==> src/rtl/rv32i_pkg.sv <==
// Shared RV32I front-end definitions.
// Holds the fetch FSM encoding, the NOP word used as the idle decode
// payload, the sequential PC step, and the packed queue entry layout.
package rv32i_pkg;

  typedef enum logic {
    IDLE  = 1'b0,
    FETCH = 1'b1
  } fetch_state_e;

  localparam logic [31:0] NOP_INSTR = 32'h0000_0013;  // addi x0,x0,0
  localparam logic [31:0] PC_INC    = 32'd4;

  // Queue entry: the address a word was fetched from plus the word itself.
  typedef struct packed {
    logic [31:0] pc;
    logic [31:0] instr;
  } fetch_entry_t;

endpackage

==> src/rtl/fetch_queue.sv <==
// Small FIFO sitting between instruction fetch and decode.
//   clk, rst_n  : clock, async active-low reset (empties the queue)
//   i_push/i_data : write an entry (ignored when full unless popping)
//   i_pop       : remove the head (ignored when empty)
//   i_flush     : drop everything; overrides push and pop
//   o_data      : head entry (don't-care when empty)
//   o_full/o_empty : occupancy flags
// DEPTH must be a power of two so the pointers wrap by plain overflow.
module fetch_queue #(
  parameter int WIDTH = 64,
  parameter int DEPTH = 2
) (
  input  logic             clk,
  input  logic             rst_n,
  input  logic             i_push,
  input  logic [WIDTH-1:0] i_data,
  input  logic             i_pop,
  input  logic             i_flush,
  output logic [WIDTH-1:0] o_data,
  output logic             o_full,
  output logic             o_empty
);

  localparam int PW = (DEPTH > 1) ? $clog2(DEPTH) : 1;
  localparam int CW = $clog2(DEPTH + 1);

  logic [WIDTH-1:0] r_mem [DEPTH];
  logic [PW-1:0]    r_wptr, r_rptr;
  logic [CW-1:0]    r_count;
  logic             w_do_push, w_do_pop;

  assign o_empty = (r_count == '0);
  assign o_full  = (r_count == CW'(DEPTH));

  // A push into a full queue is legal when the head leaves the same cycle.
  assign w_do_pop  = i_pop & ~o_empty & ~i_flush;
  assign w_do_push = i_push & (~o_full | w_do_pop) & ~i_flush;

  assign o_data = r_mem[r_rptr];

  always_ff @(posedge clk) begin
    if (w_do_push) r_mem[r_wptr] <= i_data;
  end

  always_ff @(posedge clk or negedge rst_n) begin
    if (!rst_n) begin
      r_wptr  <= '0;
      r_rptr  <= '0;
      r_count <= '0;
    end else if (i_flush) begin
      r_wptr  <= '0;
      r_rptr  <= '0;
      r_count <= '0;
    end else begin
      if (w_do_push) r_wptr <= r_wptr + 1'b1;
      if (w_do_pop)  r_rptr <= r_rptr + 1'b1;
      case ({w_do_push, w_do_pop})
        2'b10:   r_count <= r_count + 1'b1;
        2'b01:   r_count <= r_count - 1'b1;
        default: r_count <= r_count;
      endcase
    end
  end

endmodule

==> src/rtl/fetch_stage.sv <==
// Instruction fetch stage: PC register, IDLE/FETCH control and a queue
// of fetched {pc, instr} pairs toward decode.
//   clk, rst_n                 : clock, async active-low reset
//   fetch_en                   : fetching permitted while high
//   imem_addr / imem_instr     : combinational ROM interface
//   redirect_valid/redirect_pc : branch/jump redirect, highest priority
//   out_valid/out_ready        : decode handshake
//   out_instr/out_pc           : head word and its address (NOP/RESET_PC
//                                while the queue is empty)
module fetch_stage
  import rv32i_pkg::*;
#(
  parameter logic [31:0] RESET_PC = 32'h0000_0000,
  parameter int          QDEPTH   = 2
) (
  input  logic        clk,
  input  logic        rst_n,
  input  logic        fetch_en,
  output logic [31:0] imem_addr,
  input  logic [31:0] imem_instr,
  input  logic        redirect_valid,
  input  logic [31:0] redirect_pc,
  output logic        out_valid,
  input  logic        out_ready,
  output logic [31:0] out_instr,
  output logic [31:0] out_pc
);

  localparam logic [31:0] ALIGN_MASK = 32'hFFFF_FFFC;
  localparam logic [31:0] RST_PC_A   = RESET_PC & ALIGN_MASK;

  fetch_state_e r_state, w_state_nxt;
  logic [31:0]  r_pc;
  logic [31:0]  w_redir_pc;
  logic         w_push, w_pop, w_full, w_empty;
  fetch_entry_t w_wr_entry, w_head;

  // r_pc only ever holds aligned values, so it drives the ROM directly.
  assign imem_addr  = r_pc;
  assign w_redir_pc = redirect_pc & ALIGN_MASK;

  // Redirect suppresses both queue ports; the queue is flushed instead.
  assign w_pop  = out_valid & out_ready & ~redirect_valid;
  assign w_push = (r_state == FETCH) & ~redirect_valid & (~w_full | w_pop);

  assign w_wr_entry = '{pc: r_pc, instr: imem_instr};

  always_ff @(posedge clk or negedge rst_n) begin
    if (!rst_n) r_state <= IDLE;
    else        r_state <= w_state_nxt;
  end

  // A redirect keeps FETCH alive even if fetch_en drops the same cycle.
  always_comb begin
    w_state_nxt = r_state;
    case (r_state)
      IDLE:    if (fetch_en) w_state_nxt = FETCH;
      FETCH:   if (!fetch_en && !redirect_valid) w_state_nxt = IDLE;
      default: w_state_nxt = IDLE;
    endcase
  end

  // Wraps naturally at 2^32.
  always_ff @(posedge clk or negedge rst_n) begin
    if (!rst_n)              r_pc <= RST_PC_A;
    else if (redirect_valid) r_pc <= w_redir_pc;
    else if (w_push)         r_pc <= r_pc + PC_INC;
  end

  fetch_queue #(
    .WIDTH ($bits(fetch_entry_t)),
    .DEPTH (QDEPTH)
  ) u_queue (
    .clk     (clk),
    .rst_n   (rst_n),
    .i_push  (w_push),
    .i_data  (w_wr_entry),
    .i_pop   (w_pop),
    .i_flush (redirect_valid),
    .o_data  (w_head),
    .o_full  (w_full),
    .o_empty (w_empty)
  );

  assign out_valid = ~w_empty;
  assign out_instr = w_empty ? NOP_INSTR : w_head.instr;
  assign out_pc    = w_empty ? RST_PC_A  : w_head.pc;

endmodule
==> config.mk <==
export PLATFORM = sky130hd
export DESIGN_NAME = fetch_stage
export DESIGN_NICKNAME = d
export VERILOG_FILES = /design/src/rtl/rv32i_pkg.sv /design/src/rtl/fetch_queue.sv /design/src/rtl/fetch_stage.sv
export SDC_FILE = /design/constraint.sdc
export NUM_CORES = 1
export LEC_CHECK = 0
export CAP_MARGIN = 10
export CORE_MARGIN = 4
export CORE_UTILIZATION = 50
export DETAILED_ROUTE_END_ITERATION = 8
export GPL_ROUTABILITY_DRIVEN = 0
export GPL_TIMING_DRIVEN = 0
export PLACE_DENSITY_LB_ADDON = 0.1
export SKIP_CTS_REPAIR_TIMING = 1
export SLEW_MARGIN = 20
export SYNTH_ARGS = -nofsm -noshare
export SYNTH_HDL_FRONTEND = slang
export SYNTH_HIERARCHICAL = 1
export SYNTH_SLANG_ARGS = --single-unit
==> constraint.sdc <==
create_clock -name clk -period 7.9 [get_ports clk]
set_input_delay 1.185 -clock clk [delete_from_list [all_inputs] [get_ports clk]]
set_output_delay 1.185 -clock clk [all_outputs]
set_load 0.05 [all_outputs]
==> impl_metrics.csv <==
group,metric,value,unit
pwr,p_int,1580,uW
layout,syn2layout_area_growth,35.9,%
detailed_routing,ant_nets,0,
worst_hold_path,min_to,"u_queue/r_mem[1][58]",
layout,finalInstanceArea,9790,um2
detailed_routing,drt_iter0_markers,425,
pwr,powerDensity,224,nW/um2
yosys,synth_common_cells,"128 x edfxtp_1, 65 x nor2b_1, 42 x mux2_2",
pwr,switching_power,622,uW
yosys,avgSynthCellArea,13.9,um2
clock_network,clockBufferDepth,2,
worst_hold_path,hold_class,"register to register",
yosys,yosysSeqAreaShare,0.655,
sta,finalClockSkew,20.7,ps
yosys,yosysTopAreaCellShare,0.534,
pwr,ir_drop,183,uV
placement,pre_cts_ws,2510,ps
setup_path,worst-path-max-fanout,13,
sta,worst_pin_slew,809,ps
floorplan,initial_utilization,0.515,
pwr,power_frac_clock,0.354,
yosys,ys_async_sr_fraction,0.215,
run_status,outcome,"completed",
sta,drv_slew,0,
clock_network,insertion_delay,430,ps
yosys,yosysMostFrequentCell,"edfxtp_1",
detailed_routing,vias,5049,
global_routing,grt_pass1_vias,5163,
worst_hold_path,worstHoldStart,"imem_addr[26]",
setup_path,reg2reg_slack,3920,ps
sta,setup_viol,0,
clock_network,clk_pin_slew_worst_paths,70,ps
sta,slew_headroom,0.447,
sta,setup_slack,2960,ps
global_routing,antenna_found_initial,0,
floorplan,die_area,16400,um2
clock_network,cts.sinks,163,
clock_network,numCtsBuffers,17,
pwr,switching_share,0.283,
floorplan,core-area,14000,um2
yosys,syn_inst,520,
yosys,yosysWarnings,6,
pwr,seq_power_share,0.462,
setup_path,r2r_start,"u_queue/r_count[0]",
clock_network,htree_levels,4,
yosys,synth_area_leaders,"edfxtp_1 53%, dfrtp_1 12%, mux2_2 6.6%",
setup_path,startpoint,"redirect_valid",
floorplan,core.rowCount,43,
layout,drive_gt1_frac,0.156,
pwr,p_comb_frac,0.184,
placement,dp.final_hpwl,12300,um
sta,fmax,0.202,GHz
layout,antenna_cells,0,
layout,fin_nets,793,
yosys,mappedNetlistArea,7200,um2
setup_path,rr_worst_depth,14,
detailed_routing,drt-wirelength-per-cell,18.4,um
sta,hold_viol_final,0,
yosys,synth_area_leader_cell,"edfxtp_1",
setup_path,crit_type,"primary input to register",
setup_path,start_kind,"primary input",
global_routing,grt_max_degree,30,
global_routing,grt_util_all_layers,0.210,
yosys,synth_edf_count,128,
yosys,ys.flop_type,"edfxtp_1",
floorplan,die_h,128,um
floorplan,die_w,128,um
sta,rsz0062_at_grt,"no",
clock_network,cts_tree,"yes",
detailed_routing,drtPass1Iterations,5,
pwr,power_leakage,0.00334,uW
global_routing,grt-ovfl-total,0,
sta,period_minus_slack,4940,ps
placement,io_buffers,161,
floorplan,ios,166,
detailed_routing,routed_via_density,5.51,
detailed_routing,routed_wl,16900,um
yosys,synth_cell_types,49,
placement,place_area,9230,um2
yosys,synth_seq_cells,163,
sta,fin_crit_sh,0.625,
run,max_cap_violations,0,
worst_hold_path,holdPathStages,0,
clock_network,clockRootBuffer,"clkbuf_16",
detailed_routing,drc,0,
setup_path,cp_data_arrival_time,5070,ps
setup_path,required,8030,ps
global_routing,grt_first_pass_wirelength,26700,um
setup_path,critPathCaptureType,"register",
setup_path,r2r-end,"u_queue/r_mem[0][9]",
## cells by family after synthesis
group                    after synthesis  share of synthesized area
adder cells (fa/ha/maj)                1                    0.00174
flip-flops                           163                      0.655
XOR/XNOR                               9                     0.0109
AND/OR/NAND/NOR                      172                      0.138
AO/OA/AOI/OAI                         69                     0.0651
multiplexers                          66                      0.104
buffers and inverters                 39                     0.0255
other                                  1                   0.000521
## layer usage
| metal | share of wire | track usage | routed length (um) | vias to the layer above |
|---|---|---|---|---|
| li1 | - | - | - | 2368 |
| met4 | 0.014 | 0.0624 | 234 | 0 |
| met5 | 0 | 0 | 0 | - |
| met2 | 0.50 | 0.348 | 8480 | 174 |
| met3 | 0.060 | 0.0542 | 1010 | 23 |
| met1 | 0.42 | 0.275 | 7150 | 2484 |
## state kept, by name, summed over array words and instances (netlist names)
name	count
imem_addr	30
u_queue/r_wptr	1
u_queue/r_mem	128
u_queue/r_rptr	1
r_state	1
u_queue/r_count	2
## worst max-delay path, cell delays in order
cell and delay (ps):
clkdlybuf4s50_1 680, or3b_1 480, buf_6 150, inv_1 190, o21ai_0 230, nor2_1 260
inv_1 130, a21o_1 220, nor3_2 580, buf_6 240, buf_4 200, buf_6 160
buf_4 180, buf_4 180
## cell type report
type	count	area, um2
Sequential cell	163	4720
Clock buffer	21	460
Timing Repair Buffer	179	1770
Buffer	30	150
Inverter	9	33.8
Clock inverter	11	106
Multi-Input combinational cell	323	2330
Tap cell	180	225
Fill cell	1029	4190
## stage by stage
stage                     hold WS (ps)   util  TNS, ps  total power, uW  instances
after global routing               562  0.700        0             2280        916
final                              557  0.700        0             2200        916
after global placement             529  0.648  -425090             1430        866
after CTS                          549  0.700        0             2210        916
after floorplan                    511      -        0             1270        525
after detailed placement           537  0.660        0             1440        884
## worst max-delay path by stage
stage	end	slack (ps)	depth (start not counted)
6_report	u_queue/r_mem[0][9]	2960	14
5_1_grt	u_queue/r_mem[0][9]	2770	14
4_1_cts	u_queue/r_mem[0][9]	2970	14
3_5_place_dp	u_queue/r_mem[0][10]	2510	14
3_3_place_gp	u_queue/r_mem[1][12]	-3600	9
2_1_floorplan	u_queue/r_mem[1][0]	180	8
## placed cells by master (no fill, tap or decap), types with 13 or more instances in the layout
master	count
or4_1	15
edfxtp_1	128
mux2_1	22
nand3_1	13
clkbuf_1	20
clkdlybuf4s50_1	160
o21ai_0	19
nand2_1	20
a31oi_1	17
dfrtp_1	35
buf_4	20
clkbuf_16	17
mux2_2	42
nor2_1	25
nor2b_1	65
## power groups by stage
stage               logic, uW  clock network [uW]  registers [uW]
floorplan                 191                   0            1080
detailed placement        406                   0            1030
finish                    405                 778            1020
CTS                       407                 791            1020
global route              427                 831            1020
global placement          392                   0            1030
No activity file was read; power rests on OpenSTA's default activity.
